**config.mk**
```make
export PLATFORM = sky130hd
export DESIGN_NAME = odd_parity_tx
export DESIGN_NICKNAME = d
export VERILOG_FILES = /design/src/rtl/odd_parity_tx_pkg.sv /design/src/rtl/odd_parity_tx_baud.sv /design/src/rtl/odd_parity_tx.sv
export SDC_FILE = /design/constraint.sdc
export NUM_CORES = 1
export LEC_CHECK = 0
export BUFFER_PORTS_ARGS = -buffer_cell sky130_fd_sc_hd__buf_2
export CAP_MARGIN = 10
export CORE_MARGIN = 2
export CORE_UTILIZATION = 49
export CTS_CLUSTER_DIAMETER = 80
export DETAILED_ROUTE_END_ITERATION = 16
export GPL_TIMING_DRIVEN = 0
export PLACE_DENSITY = 0.81
export SLEW_MARGIN = 30
export SYNTH_ARGS = -nofsm -noshare
export SYNTH_HDL_FRONTEND = slang
export SYNTH_SLANG_ARGS = --single-unit
```
**constraint.sdc**
```tcl
create_clock -name clk -period 3.1 [get_ports clk]
set_input_delay 0.31 -clock clk [delete_from_list [all_inputs] [get_ports clk]]
set_output_delay 0.31 -clock clk [all_outputs]
set_load 0.05 [all_outputs]
```
**src/rtl/odd_parity_tx_pkg.sv**
```systemverilog
// Shared state encoding and line-level constants for the odd-parity serial transmitter.
package odd_parity_tx_pkg;

    typedef logic [2:0] state_t;

    localparam state_t IDLE   = 3'd0;
    localparam state_t START  = 3'd1;
    localparam state_t DATA   = 3'd2;
    localparam state_t PARITY = 3'd3;
    localparam state_t STOP   = 3'd4;

    localparam logic LINE_IDLE = 1'b1;
    localparam logic START_BIT = 1'b0;
    localparam logic STOP_BIT  = 1'b1;

endpackage

```
**src/rtl/odd_parity_tx_baud.sv**
```systemverilog
// Bit-period counter: counts CLKS_PER_BIT cycles per serial bit and flags the last one.
module odd_parity_tx_baud #(
    parameter int CLKS_PER_BIT = 4
) (
    input  logic clk,
    input  logic rst,
    input  logic clear,
    output logic bit_end,
    output logic bit_end_next
);

    localparam int CNT_W = (CLKS_PER_BIT > 1) ? $clog2(CLKS_PER_BIT) : 1;
    localparam logic [CNT_W-1:0] CNT_LAST = CNT_W'(CLKS_PER_BIT - 1);
    localparam logic [CNT_W-1:0] CNT_ONE  = CNT_W'(1);

    logic [CNT_W-1:0] cnt_r;
    logic [CNT_W-1:0] cnt_s;

    assign bit_end      = (cnt_r == CNT_LAST);
    // Look-ahead lets the parent register pulses that line up with bit_end.
    assign bit_end_next = (cnt_s == CNT_LAST);

    // Next count: restart on clear or at every bit boundary.
    always_comb begin
        cnt_s = cnt_r;
        if (clear || bit_end) begin
            cnt_s = '0;
        end else begin
            cnt_s = cnt_r + CNT_ONE;
        end
    end

    // Counter register.
    always_ff @(posedge clk) begin
        if (rst) begin
            cnt_r <= '0;
        end else begin
            cnt_r <= cnt_s;
        end
    end

endmodule

```
**src/rtl/odd_parity_tx.sv**
```systemverilog
// Serial transmitter: start bit, DATA_W data bits LSB first, odd parity bit, stop bit.
// Optional macro ODD_PARITY_TX_INJECT_EN adds inject_err to invert a frame's parity bit.
module odd_parity_tx
    import odd_parity_tx_pkg::*;
#(
    parameter int DATA_W       = 8,
    parameter int CLKS_PER_BIT = 4
) (
    input  logic              clk,
    input  logic              rst,
    input  logic [DATA_W-1:0] in_data,
    input  logic              in_valid,
`ifdef ODD_PARITY_TX_INJECT_EN
    input  logic              inject_err,
`endif
    output logic              in_ready,
    output logic              tx,
    output logic              busy,
    output logic              frame_done
);

    localparam int IDX_W = (DATA_W > 1) ? $clog2(DATA_W) : 1;
    localparam logic [IDX_W-1:0] IDX_LAST = IDX_W'(DATA_W - 1);
    localparam logic [IDX_W-1:0] IDX_ONE  = IDX_W'(1);

    state_t            state_r;
    state_t            state_s;
    logic [DATA_W-1:0] shreg_r;
    logic [DATA_W-1:0] shreg_s;
    logic [IDX_W-1:0]  idx_r;
    logic [IDX_W-1:0]  idx_s;
    logic              parity_r;
    logic              parity_s;
    logic              tx_r;
    logic              tx_s;
    logic              in_ready_r;
    logic              busy_r;
    logic              frame_done_r;
    logic              handshake_s;
    logic              inject_s;
    logic              bit_end_s;
    logic              bit_end_next_s;

    function automatic logic odd_parity(input logic [DATA_W-1:0] d);
        return ~^d;
    endfunction

`ifdef ODD_PARITY_TX_INJECT_EN
    assign inject_s = inject_err;
`else
    assign inject_s = 1'b0;
`endif

    assign handshake_s = in_valid && in_ready_r;

    assign in_ready   = in_ready_r;
    assign busy       = busy_r;
    assign tx         = tx_r;
    assign frame_done = frame_done_r;

    odd_parity_tx_baud #(
        .CLKS_PER_BIT (CLKS_PER_BIT)
    ) u_baud (
        .clk          (clk),
        .rst          (rst),
        .clear        (state_r == IDLE),
        .bit_end      (bit_end_s),
        .bit_end_next (bit_end_next_s)
    );

    // Frame sequencing, word capture and data shifting.
    always_comb begin
        state_s  = state_r;
        shreg_s  = shreg_r;
        idx_s    = idx_r;
        parity_s = parity_r;
        case (state_r)
            IDLE: begin
                if (handshake_s) begin
                    state_s  = START;
                    shreg_s  = in_data;
                    idx_s    = '0;
                    parity_s = odd_parity(in_data) ^ inject_s;
                end else begin
                    state_s = IDLE;
                end
            end
            START: begin
                if (bit_end_s) begin
                    state_s = DATA;
                    idx_s   = '0;
                end else begin
                    state_s = START;
                end
            end
            DATA: begin
                if (bit_end_s) begin
                    if (idx_r == IDX_LAST) begin
                        state_s = PARITY;
                    end else begin
                        state_s = DATA;
                        idx_s   = idx_r + IDX_ONE;
                        shreg_s = shreg_r >> 1;
                    end
                end else begin
                    state_s = DATA;
                end
            end
            PARITY: begin
                if (bit_end_s) begin
                    state_s = STOP;
                end else begin
                    state_s = PARITY;
                end
            end
            STOP: begin
                if (bit_end_s) begin
                    state_s = IDLE;
                end else begin
                    state_s = STOP;
                end
            end
            default: begin
                state_s = IDLE;
            end
        endcase
    end

    // Line level for the upcoming cycle, so tx can be registered.
    always_comb begin
        tx_s = LINE_IDLE;
        case (state_s)
            IDLE:    tx_s = LINE_IDLE;
            START:   tx_s = START_BIT;
            DATA:    tx_s = shreg_s[0];
            PARITY:  tx_s = parity_s;
            STOP:    tx_s = STOP_BIT;
            default: tx_s = LINE_IDLE;
        endcase
    end

    // State and output registers; reset aborts any frame and drops a coincident handshake.
    always_ff @(posedge clk) begin
        if (rst) begin
            state_r      <= IDLE;
            shreg_r      <= '0;
            idx_r        <= '0;
            parity_r     <= 1'b0;
            tx_r         <= LINE_IDLE;
            in_ready_r   <= 1'b1;
            busy_r       <= 1'b0;
            frame_done_r <= 1'b0;
        end else begin
            state_r      <= state_s;
            shreg_r      <= shreg_s;
            idx_r        <= idx_s;
            parity_r     <= parity_s;
            tx_r         <= tx_s;
            in_ready_r   <= (state_s == IDLE);
            busy_r       <= (state_s != IDLE);
            frame_done_r <= (state_s == STOP) && bit_end_next_s;
        end
    end

endmodule

```
==> Word-level counts from Yosys, hierarchy flattened <==
Index checks and enable logic that the tools add are counted.
{ "word_totals": {"inputBits": 11, "elab_cells": 58, "regBits": 21} }
{ "classes": {"eq_ne": 15, "n_addsub": 2, "n_mux": 20, "n_reduce_logical": 11} }
{ "op_table": {"columns": ["cell", "count"], "rows": [
  ["$mux 8", 3],
  ["$mux 3", 7],
  ["$pmux 8 s2", 1],
  ["$pmux 3 s5", 1],
  ["$eq 3x2->1 const B", 4],
  ["$eq 3x3->1 const B", 3],
  ["$pmux 3 s3", 1],
  ["$reduce_xnor 8->1", 1],
  ["$eq 3x1->1 const B", 2],
  ["$logic_not 3->1", 2],
  ["$reduce_bool 3->1", 2],
  ["$reduce_and 5->1", 1],
  ["$eq 2x2->1 const B", 2],
  ["$mux 1", 4],
  ["$mux 2", 2],
  ["$ne 2x1->1 const B", 2],
  ["$ne 2x2->1 const B", 2],
  ["$reduce_and 4->1", 1],
  ["$add 3x1->3 const B", 1],
  ["$pmux 1 s3", 1],
  ["$add 2x1->2 const B", 1],
  ["$logic_and 1x1->1", 2],
  ["$reduce_bool 2->1", 1],
  ["$logic_or 1x1->1", 1]
]} }

==> Logic depth before layout (Yosys ltp) <==
Gate-level depths: netlist of the first run.
{ "logic_depth": {"ltp_word": 6, "mapped_depth": 6, "ltp_nobuf": 6} }

==> Hierarchy <==
From an unflattened synthesis of the first run, not the netlist that was laid out.
{ "hier_totals": {"hier_cells": 107, "area_unflattened_um2": 1042.2} }
{ "by_module_without_submodules": {"columns": ["module", "n_inst", "seq_area_each_um2", "cells_each", "area_each_um2"], "rows": [
  ["odd_parity_tx", 1, 380.4, 101, 965.9],
  ["odd_parity_tx_baud", 1, 40.0, 6, 76.3]
]} }

==> Least setup slack after synthesis of the first run <==
OpenSTA, ideal clock, no wires.
{ "synth_timing": {"kind": "flip-flop to flip-flop", "startpoint": "register idx_r[0]", "endpoint": "register tx_r, in the netlist tx", "path_buffers": 0, "required_time_ns": 3.041, "stages_incl_launch_ff": 7, "setup_ns": 0.059, "t_arrival_ns": 1.490, "slack_ns": 1.550, "path_cell_list": "dfxtp_1 ha_1 ha_1 nand2b_1 mux2i_1 a221oi_2 o32a_1"} }
{ "synth_between": {"elab_chain_len": 6} }
{ "synth_rtl": {"columns": ["item", "line", "rtl"], "rows": [
  ["start: declaration", "odd_parity_tx.sv:30", "logic [IDX_W-1:0] idx_r;"],
  ["start signal: assignment", "odd_parity_tx.sv:156", "idx_r <= idx_s;"],
  ["$eq 3x3->1 *", "odd_parity_tx.sv:98", "if (idx_r == IDX_LAST) begin"],
  ["$mux 1", "odd_parity_tx.sv:98", null],
  ["$mux 3", "odd_parity_tx.sv:97", "if (bit_end_s) begin"],
  ["$pmux 3 s5", "odd_parity_tx.sv:77", "case (state_r)"],
  ["$eq 3x2->1 / $eq 3x1->1 (equally long branches)", "odd_parity_tx.sv:132", "case (state_s)"],
  ["$pmux 1 s3 *", "odd_parity_tx.sv:132", null],
  ["end signal: assignment", "odd_parity_tx.sv:158", "tx_r <= tx_s;"],
  ["end: declaration", "odd_parity_tx.sv:34", "logic tx_r;"]
]} }
Mark *: on every way between the ends. The rest lies on a longest branch, timed or not. The select of a mux whose other input is x is not followed.
A chain may end at the register's enable or synchronous reset.

==> Worst setup path after layout of the first run <==
Ends and elaborated chain as after synthesis.

==> results of run 1 <==
==> path summary, 6_finish.rpt <==
path                                     end                        from  cells past startpoint
setup reg to reg               tx$_SDFF_PP1_       idx_r[0]$_SDFFE_PP0P_                      6
hold reg to reg   u_baud.cnt_r[0]$_SDFF_PP0_  u_baud.cnt_r[0]$_SDFF_PP0_                      1
hold / removal       shreg_r[7]$_SDFFE_PP0P_                  in_data[7]                      3
setup / recovery               tx$_SDFF_PP1_       idx_r[0]$_SDFFE_PP0P_                      6
==> state kept, by name, summed over array words and instances, names as in the netlist, 2 cells and up <==
name / flops
shreg_r: 8
idx_r: 3
state_r: 3
u_baud.cnt_r: 2
==> cell usage in the layout, fill, tap and decap left out, types with 2 or more instances in the layout <==
cell	synthesis	final
nor2b_1	2	2
buf_2	3	16
nand2b_1	6	6
inv_1	3	3
ha_1	3	3
nor2_1	7	7
dfxtp_1	21	21
nand4bb_1	2	2
o21ai_1	7	7
a21oi_1	11	11
a22oi_1	6	6
a21o_1	3	3
nand3b_1	2	2
nand2_1	4	4
clkbuf_4	0	3
xor2_1	2	2
xnor2_1	6	6
nand3_1	2	2
==> critical path, cell delays in order (launching register included) <==
cell and delay (ns):
dfxtp_1 0.36, ha_1 0.21, ha_1 0.24, nand2b_1 0.26, mux2i_1 0.17, a221oi_2 0.26
o32a_1 0.17
==> stage by stage <==
stage	total power, µW	util	cell area (µm²)
after floorplan	374	-	1100
after global placement	396	0.552	1200
after detailed placement	398	0.552	1200
after CTS	531	0.565	1230
after global routing	556	0.565	1230
final	529	0.565	1230
==> power breakdown <==
group / leakage, µW / internal, µW / switching (µW)
Combinational: 0.000315 / 42.9 / 57.0
Sequential: 0.000172 / 285 / 8.06
Clock: 0.0000177 / 48.3 / 88.1
==> final cells by class <==
class,instances,area (µm²)
clock buffers,3,22.5
flip-flops and latches,21,420
clock inverters,1,5.00
multi-input cells,84,626
fillers,212,943
well taps,28,35.0
repair buffers,13,65.1
plain buffers,7,41.3
inverters,3,11.3
==> per-layer routing <==
metal,vias to the layer above,GRT usage,wire length (µm)
met1,439,0.204,916
li1,452,-,-
met2,17,0.323,1050
met4,0,0.0965,45
met3,5,0.0351,76
met5,-,0,0
==> kinds of logic after synthesis <==
| group | count (synthesis) |
|---|---|
| compound gates | 36 |
| fa+ha+maj | 3 |
| simple gates | 36 |
| buf+inv | 10 |
| mux | 1 |
| xor+xnor | 8 |
| flops | 21 |
==> impl_results.md, run 1 <==
* GRT overflow at 0
* Finish-stage setup viols at 0
* Worst endpoint data arrival time at 1.97 ns
* DRT iter0 DRCs at 11
* Final worst setup slack at ~1.4 ns
* RD Place Congestion at between 0.8 and 0.9
* Outcome: complete, no violations
* Avg Inst Size Synth at 9.55 µm²
* Clk sinks at 21
* Ys async rst share at 0
* Sequential element share of the synthesized area at 0.383
* Vias in the first global route at 852
* Max VDD drop at about 250 µV
* Synthesized net count at between 100 and 150
* Cell Area, Synth at around 1100 µm²
* First drt pass iteration count at 4
* Post-CTS Setup Bufs at 0
* Internal reg-to-reg setup slack at roughly 1.4 ns
* Boundary pin count at 15
* ANT nets after route at 0
* Htree depth at 1
* Crit-path max FO at 5
* Leak at 0.000504 µW
* Crit share post-route at 0.551
* Number of synthesized flops with an enable pin at 0
* Post-Synth Adder-Cell Area at 0.0342
* Post-Synth XOR/XNOR Area at 0.0638
* Synth Area in Compound Gates at 0.230
* Top FF cell, synth: dfxtp_1
* CP required at about 3.4 ns
* FMAX at just under 600 MHz
* Final Max Slew Viols at 0
* # resized after CTS at 0
* DP Cell Count at roughly 160
* Cell count after synthesis at 115
* PD cells at 431 nW/µm²
* WL per Instance at 13.1 µm
* Clk_lat worst skew at approximately 0.31 ns
* Layout Nets at roughly 150
* Routed WL at ~2100 µm
* Setup TNS at 0 ns
* Setup crit end kind: flip-flop
* Final cell count without fillers at 160
* Clk slew on worst S/H paths at 0.12 ns
* Slew @ Worst Pin at 0.466 ns
* Area contributors post-synth: dfxtp_1 38%, a21oi_1 5.0%, xnor2_1 4.8%, a22oi_1 4.1%, ha_1 3.4%
* Count leader, synth: dfxtp_1
* RSZ-0062 raised after global routing: false
* Rows at 17
* Simple-gate share of the synthesized area at 0.232
* Clk buf depth at 2
* #FFs+latches synth at 21
* WHS at roughly 0.25 ns
* Hold Fails Final Rpt at 0
* Largest net degree at the start of global routing at 13
* Largest family of logic cells by synthesized area: simple AND/OR/NAND/NOR gates
* Slew margin rel. at 0.689
* Die ar. at about 2600 µm²
* Initial antenna violation count at 0
* Hold WC Path Type: input port to flip-flop
* N_diodes at 0
* Final HPWL from detailed placement at 1560 µm
* CTS Buf Count at 3
* CTS tree: built
* Clk root buf: clkbuf_4
* Synth Warn # at 0
* Place WS at roughly 1.4 ns
* CTS hold repair buffers at 0
* Die Ht at 51.4 µm
* Initial core utilization at 0.506
* Most frequent cells after synthesis: 21 x dfxtp_1, 11 x a21oi_1, 7 x nor2_1, 7 x o21ai_1
* Setup Skew at around 0.0013 ns
* Vias at 913
* # DRC at 0
* Via density at about 5.7
* Setup crit start kind: flip-flop
* Yosys top cell area share at 0.383
* Port bufs at 13
* Setup CP Type: flip-flop to flip-flop
* Die X at between 50 and 60 µm
* GRT Util Overall at 0.182
* Post-synthesis mux area share at 0.00911
* Final Critical Period at around 1.7 ns
* Distinct cells, synth at 42
* Max Cap Viol at 0
* Area Overhead vs Synth at 11.6%
* First-pass GRT wire length at around 3600 µm
* Area leader, netlist: dfxtp_1
* Core Region at roughly 2200 µm²
* Layout cells sized above 1 at 0.242
Note: power is estimated with default switching activity, not from simulation.
==> run 2: changes to the inputs <==
==> constraint.sdc (replaced) <==
create_clock -name clk -period 1.7 [get_ports clk]
set_input_delay 0.17 -clock clk [delete_from_list [all_inputs] [get_ports clk]]
set_output_delay 0.17 -clock clk [all_outputs]
set_load 0.05 [all_outputs]
==> impl_results.md, run 2 (synthesis results as in run 1) <==
* Final cell count without fillers at 161 (was 160)
* Rows at 17 (unchanged)
* Layout cells sized above 1 at 0.263 (was 0.242)
* Boundary pin count at 15 (unchanged)
* Initial antenna violation count at 0 (unchanged)
* Max FFs per register at 8 (unchanged)
* Clk_lat worst skew at 0.31 ns (about the same)
* Internal reg-to-reg setup slack at 0.14 ns (was 1.39 ns)
* Crit path cell chain: ha_1, clkbuf_4, nand2_1, xor2_1, nor3b_1, o32a_1 (was ha_1, ha_1, nand2b_1, mux2i_1, a221oi_2, o32a_1)
* Place WS at 0.00776 ns (was 1.41 ns)
* ANT nets after route at 0 (unchanged)
* Die ar. at 2640 µm² (unchanged)
* Htree depth at 1 (unchanged)
* CP top delay family: flip-flops (was adder cells)
* N_diodes at 0 (unchanged)
* Max VDD drop at 459 µV (was 251 µV)
* Setup Skew at 0.00178 ns (was 0.00132 ns)
* Crit share post-route at 0.918 (was 0.551)
* Core Region at 2170 µm² (unchanged)
* Largest reg by FF count: shreg_r (unchanged)
* Outcome: complete, no violations (unchanged)
* RSZ-0062 raised after global routing: false (unchanged)
* WL per Instance at 12.9 µm (was 13.1 µm)
* Worst setup path startpoint: u_baud.cnt_r[0]$_SDFF_PP0_ (was idx_r[0]$_SDFFE_PP0P_)
* Largest net degree at the start of global routing at 13 (unchanged)
* Hold Crit Start: in_data[7] (unchanged)
* Hold Fails Final Rpt at 0 (unchanged)
* Die Ht at 51.4 µm (unchanged)
* WHS at 0.106 ns (was 0.246 ns)
* Setup crit end kind: flip-flop (unchanged)
* Clk buf depth at 2 (unchanged)
* Regs by FF count: shreg_r x8, idx_r x3, state_r x3 (unchanged)
* # DRC at 0 (unchanged)
* Dpl cell area at 1200 µm² (unchanged)
* Setup CP Type: flip-flop to flip-flop (unchanged)
* Initial core utilization at 0.506 (unchanged)
* R2r endpoint: tx$_SDFF_PP1_ (unchanged)
* Crit-path max FO at 10 (was 5)
* DRT iter0 DRCs at 8 (was 11)
* CP required at 1.92 ns (was 3.37 ns)
* Path depth of the worst reg2reg path at 6 (unchanged)
* Die X at 51.4 µm (unchanged)
* Most frequent cells in the layout: 21 x dfxtp_1, 15 x buf_2, 11 x a21oi_1 (was 21 x dfxtp_1, 16 x buf_2, 11 x a21oi_1)
* Worst endpoint data arrival time at 1.78 ns (was 1.97 ns)
* First-pass GRT wire length at 3580 µm (unchanged)
* Most common cell after layout, fill and taps aside: dfxtp_1 (unchanged)
* Final Critical Period at 1.56 ns (was 1.71 ns)
* PD cells at 769 nW/µm² (was 431 nW/µm²)
* FF-to-FF Start: u_baud.cnt_r[0]$_SDFF_PP0_ (was idx_r[0]$_SDFFE_PP0P_)
* Design Area, Final at 1270 µm² (was 1230 µm²)
* CTS tree: built (unchanged)
* Hold Path Sink: shreg_r[7]$_SDFFE_PP0P_ (unchanged)
* Hold WC Path Type: input port to flip-flop (unchanged)
* Clk sinks at 21 (unchanged)
* Clk slew on worst S/H paths at 0.12 ns (about the same)
* Port bufs at 13 (unchanged)
* DP Cell Count at 156 (unchanged)
* GRT Util Overall at 0.182 (unchanged)
* GRT overflow at 0 (unchanged)
* Finish-stage setup viols at 0 (unchanged)
* CTS Buf Count at 3 (unchanged)
* Critical path depth at 6 (unchanged)
* Crit-path slowest cell: dfxtp_1 (unchanged)
* Slew margin rel. at 0.685 (was 0.689)
* Routed WL at 2080 µm (was 2090 µm)
* Leak at 0.000509 µW (was 0.000504 µW)
* Final worst setup slack at 0.139 ns (was 1.39 ns)
* First drt pass iteration count at 4 (unchanged)
* Clk root buf: clkbuf_4 (unchanged)
* RD Place Congestion at 0.871 (unchanged)
* Area Overhead vs Synth at 15.3% (was 11.6%)
* Layout Nets at 148 (was 147)
* CP bufs+invs at 1 (was 0)
* Largest stage delay on the critical path at 0.34 ns (was 0.36 ns)
* Final HPWL from detailed placement at 1560 µm (unchanged)
* Slew @ Worst Pin at 0.473 ns (was 0.466 ns)
* Setup crit start kind: flip-flop (unchanged)
* Vias at 917 (was 913)
* Hold Path Depth at 3 (unchanged)
* Final Max Slew Viols at 0 (unchanged)
* Setup TNS at 0 ns (unchanged)
* Max Cap Viol at 0 (unchanged)
* Via density at 5.70 (was 5.71)
* CTS hold repair buffers at 0 (unchanged)
* Vias in the first global route at 852 (unchanged)
* FMAX at 641 MHz (was 586 MHz)
==> run 2: cell count changes in the layout (fill, tap and decap cells not counted) <==
| cell | previous run | this run |
|---|---|---|
| a31oi_4 | 0 | 1 |
| ha_1 | 3 | 2 |
| ha_2 | 0 | 1 |
| nand2b_1 | 6 | 5 |
| buf_2 | 16 | 15 |
| a32oi_2 | 1 | 0 |
| nand2b_4 | 0 | 1 |
| buf_4 | 1 | 2 |
| a32oi_4 | 0 | 1 |
| a31oi_2 | 1 | 0 |
| clkbuf_4 | 3 | 4 |
==> run 2: power breakdown <==
group | switching, µW | total (µW) | internal [µW]
Clock | 161 | 249 | 88.1
Sequential | 15.0 | 534 | 519
Combinational | 106 | 191 | 85.3
==> run 2: final cells by class <==
type                            instances  area, µm²
Tap cell                               28       35.0
Timing Repair Buffer                   14       72.6
Inverter                                3       11.3
Clock inverter                          1       5.00
Buffer                                  7       43.8
Multi-Input combinational cell         84        656
Fill cell                             209        903
Clock buffer                            3       22.5
Sequential cell                        21        420
==> run 2: timing repair <==
item | 4_1_cts | 5_1_grt
pin swaps | 0 | 2
setup endpoints to repair | 2 | 10
hold endpoints to repair | 0 | 0
resized for setup | 1 | 5
setup buffers | 0 | 1
==> run 2: metrics by stage <==
step	total power, µW	utilization
6_report	974	0.584
5_1_grt	1020	0.584
2_1_floorplan	681	-
3_3_place_gp	721	0.552
3_5_place_dp	726	0.552
4_1_cts	968	0.566
==> run 2: layer usage <==
layer	share of wire	vias to the layer above	GRT usage
met2	0.50	18	0.323
met1	0.44	439	0.204
li1	-	455	-
met5	0	-	0
met3	0.043	5	0.0351
met4	0.022	0	0.0965
==> run 2: tightest hold or removal path: cells and delay by family <==
family	cells	cell delay, ns
buffers and inverters	1	0.11
AOI/OAI and AO/OA	1	0.04
and+or+nand+nor	1	0.06
==> run 2: worst max path at each step <==
stage                                       end  slack (ns)
after floorplan                   tx$_SDFF_PP1_        0.15
after detailed placement          tx$_SDFF_PP1_       0.008
after global placement            tx$_SDFF_PP1_        0.02
after global routing      idx_r[2]$_SDFFE_PP0P_        0.03
final                             tx$_SDFF_PP1_        0.14
after CTS                         tx$_SDFF_PP1_       0.004
==> run 3: changes to the inputs <==
--- a/config.mk
+++ b/config.mk
@@ -12,7 +12,7 @@
 export CTS_CLUSTER_DIAMETER = 80
 export DETAILED_ROUTE_END_ITERATION = 16
 export GPL_TIMING_DRIVEN = 0
-export PLACE_DENSITY = 0.81
+export PLACE_DENSITY = 0.7
 export SLEW_MARGIN = 30
 export SYNTH_ARGS = -nofsm -noshare
 export SYNTH_HDL_FRONTEND = slang
==> impl_results.md, run 3 (synthesis results as in run 1) <==
* Boundary pin count at 15 (unchanged)
* WL per Instance at 13.7 µm (was 12.9 µm)
* ANT nets after route at 0 (unchanged)
* Final Max Slew Viols at 0 (unchanged)
* Critical path depth at 6 (unchanged)
* First drt pass iteration count at 4 (unchanged)
* Initial core utilization at 0.506 (unchanged)
* Clk_lat worst skew at 0.30 ns (was 0.31 ns)
* DRT iter0 DRCs at 20 (was 8)
* Htree depth at 1 (unchanged)
* Clk root buf: clkbuf_4 (unchanged)
* CP required at 1.96 ns (was 1.92 ns)
* Area Overhead vs Synth at 15.3% (unchanged)
* Rows at 17 (unchanged)
* Setup Skew at 0.00248 ns (was 0.00178 ns)
* Die X at 51.4 µm (unchanged)
* Clk slew on worst S/H paths at 0.12 ns (about the same)
* Crit-path slowest cell: dfxtp_1 (unchanged)
* Layout cells sized above 1 at 0.271 (was 0.263)
* Final Power at 970 µW (was 974 µW)
* Die ar. at 2640 µm² (unchanged)
* FF-to-FF Start: idx_r[0]$_SDFFE_PP0P_ (was u_baud.cnt_r[0]$_SDFF_PP0_)
* Hold Fails Final Rpt at 0 (unchanged)
* FMAX at 609 MHz (was 641 MHz)
* Layout Nets at 148 (unchanged)
* Crit-path max FO at 5 (was 10)
* Worst setup path startpoint: idx_r[0]$_SDFFE_PP0P_ (was u_baud.cnt_r[0]$_SDFF_PP0_)
* Outcome: complete, no violations (unchanged)
* Final Critical Period at 1.64 ns (was 1.56 ns)
* CTS Buf Count at 3 (unchanged)
* Setup crit end kind: flip-flop (unchanged)
* Core Region at 2170 µm² (unchanged)
* Vias in the first global route at 765 (was 852)
* Crit share post-route at 0.966 (was 0.918)
* Initial antenna violation count at 0 (unchanged)
* Max Cap Viol at 0 (unchanged)
* Most common cell after layout, fill and taps aside: dfxtp_1 (unchanged)
* Final cell count without fillers at 161 (unchanged)
* Routed WL at 2210 µm (was 2080 µm)
* Finish-stage setup viols at 0 (unchanged)
* # DRC at 0 (unchanged)
* Most frequent cells in the layout: 21 x dfxtp_1, 15 x buf_2, 11 x a21oi_1 (unchanged)
* Setup CP Type: flip-flop to flip-flop (unchanged)
* Path depth of the worst reg2reg path at 6 (unchanged)
* Util after Layout at 0.584 (unchanged)
* Slew @ Worst Pin at 0.474 ns (was 0.473 ns)
* Largest reg by FF count: shreg_r (unchanged)
* R2r endpoint: tx$_SDFF_PP1_ (unchanged)
* Crit path to: tx$_SDFF_PP1_ (unchanged)
* WHS at 0.118 ns (was 0.106 ns)
* Worst endpoint data arrival time at 1.90 ns (was 1.78 ns)
* Internal reg-to-reg setup slack at 0.06 ns (was 0.14 ns)
* Die Ht at 51.4 µm (unchanged)
* GRT overflow at 0 (unchanged)
* RSZ-0062 raised after global routing: true (was false)
* First-pass GRT wire length at 3580 µm (unchanged)
* CP top delay family: compound AO/OA/AOI/OAI gates (was flip-flops)
* N_diodes at 0 (unchanged)
* Port bufs at 13 (unchanged)
* Final HPWL from detailed placement at 1660 µm (was 1560 µm)
* CTS tree: built (unchanged)
* Vias at 903 (was 917)
* Setup crit start kind: flip-flop (unchanged)
* DP Cell Count at 156 (unchanged)
* PD cells at 766 nW/µm² (was 769 nW/µm²)
* Leak at 0.000508 µW (was 0.000509 µW)
* Clk sinks at 21 (unchanged)
* Largest net degree at the start of global routing at 13 (unchanged)
* RD Place Congestion at 0.876 (was 0.871)
* Hold WC Path Type: input port to flip-flop (unchanged)
* Via density at 5.61 (was 5.70)
* Largest stage delay on the critical path at 0.36 ns (was 0.34 ns)
* Clk buf depth at 2 (unchanged)
* Max VDD drop at 471 µV (was 459 µV)
* Slew margin rel. at 0.684 (was 0.685)
* GRT Util Overall at 0.184 (was 0.182)
* Max FFs per register at 8 (unchanged)
* Crit path cell chain: ha_1, ha_2, nand2b_2, mux2i_1, a221oi_2, o32a_1 (was ha_1, clkbuf_4, nand2_1, xor2_1, nor3b_1, o32a_1)
* CP bufs+invs at 0 (was 1)
* Regs by FF count: shreg_r x8, idx_r x3, state_r x3 (unchanged)
==> run 3: cell types whose count changed in the layout (fill, tap and decap cells not counted) <==
cell,previous run,this run
a32oi_2,0,1
a32oi_4,1,0
buf_4,2,3
clkbuf_4,4,3
nand2b_2,0,1
nand2b_4,1,0
nand4bb_1,2,1
nand4bb_4,0,1
==> run 3: power by group <==
group	total, µW	internal, µW	switching [µW]
combinational	188	83.1	104
sequential	536	519	16.4
clock	246	87.8	159
total	970	690	280
==> run 3: timing repair <==
action                                  in CTS  in global routing
setup buffers                                0                  1
pin swaps                                    0                  1
endpoints found under the setup margin       4                  4
gates resized for setup                      2                  4
hold buffers                                 0                  0
cloned                                       0                  0
==> run 3: through the flow <==
stage / TNS [ns] / worst slack [ns] / cell area (µm²)
after floorplan: 0 / 0.150 / 1100
after global placement: 0 / 0.0182 / 1200
after detailed placement: -0.00483 / -0.00483 / 1200
after CTS: 0 / 0.00556 / 1240
after global routing: -0.00880 / -0.00880 / 1270
final: 0 / 0.0570 / 1270
==> run 3: worst min-delay path by stage <==
stage / endpoint / depth (start not counted) / start / slack [ns]
after global routing: shreg_r[7]$_SDFFE_PP0P_ / 3 / in_data[7] / 0.12
after CTS: shreg_r[7]$_SDFFE_PP0P_ / 3 / in_data[7] / 0.12
after floorplan: shreg_r[7]$_SDFFE_PP0P_ / 2 / in_data[7] / 0.32
after detailed placement: shreg_r[7]$_SDFFE_PP0P_ / 3 / in_data[7] / 0.45
after global placement: u_baud.cnt_r[0]$_SDFF_PP0_ / 1 / u_baud.cnt_r[0]$_SDFF_PP0_ / 0.43
final: shreg_r[7]$_SDFFE_PP0P_ / 3 / in_data[7] / 0.12
==> run 3: layout make-up <==
type | instances | area (µm²)
Buffer | 7 | 43.8
Timing Repair Buffer | 14 | 72.6
Clock inverter | 1 | 5.00
Tap cell | 28 | 35.0
Clock buffer | 3 | 22.5
Multi-Input combinational cell | 84 | 656
Inverter | 3 | 11.3
Fill cell | 219 | 903
Sequential cell | 21 | 420
==> run 3: per-layer routing <==
metal	wire (µm)	up-vias	track usage	share of wire
met5	0	-	0	0
met4	24	0	0.0658	0.011
met3	58	4	0.0351	0.026
met2	1160	17	0.329	0.53
met1	965	429	0.217	0.44
li1	-	453	-	-
==> run 3: worst register-to-register path: stages (launching register included) <==
cell	delay, ns
dfxtp_1	0.36
ha_1	0.21
ha_2	0.21
nand2b_2	0.24
mux2i_1	0.15
a221oi_2	0.27
o32a_1	0.17
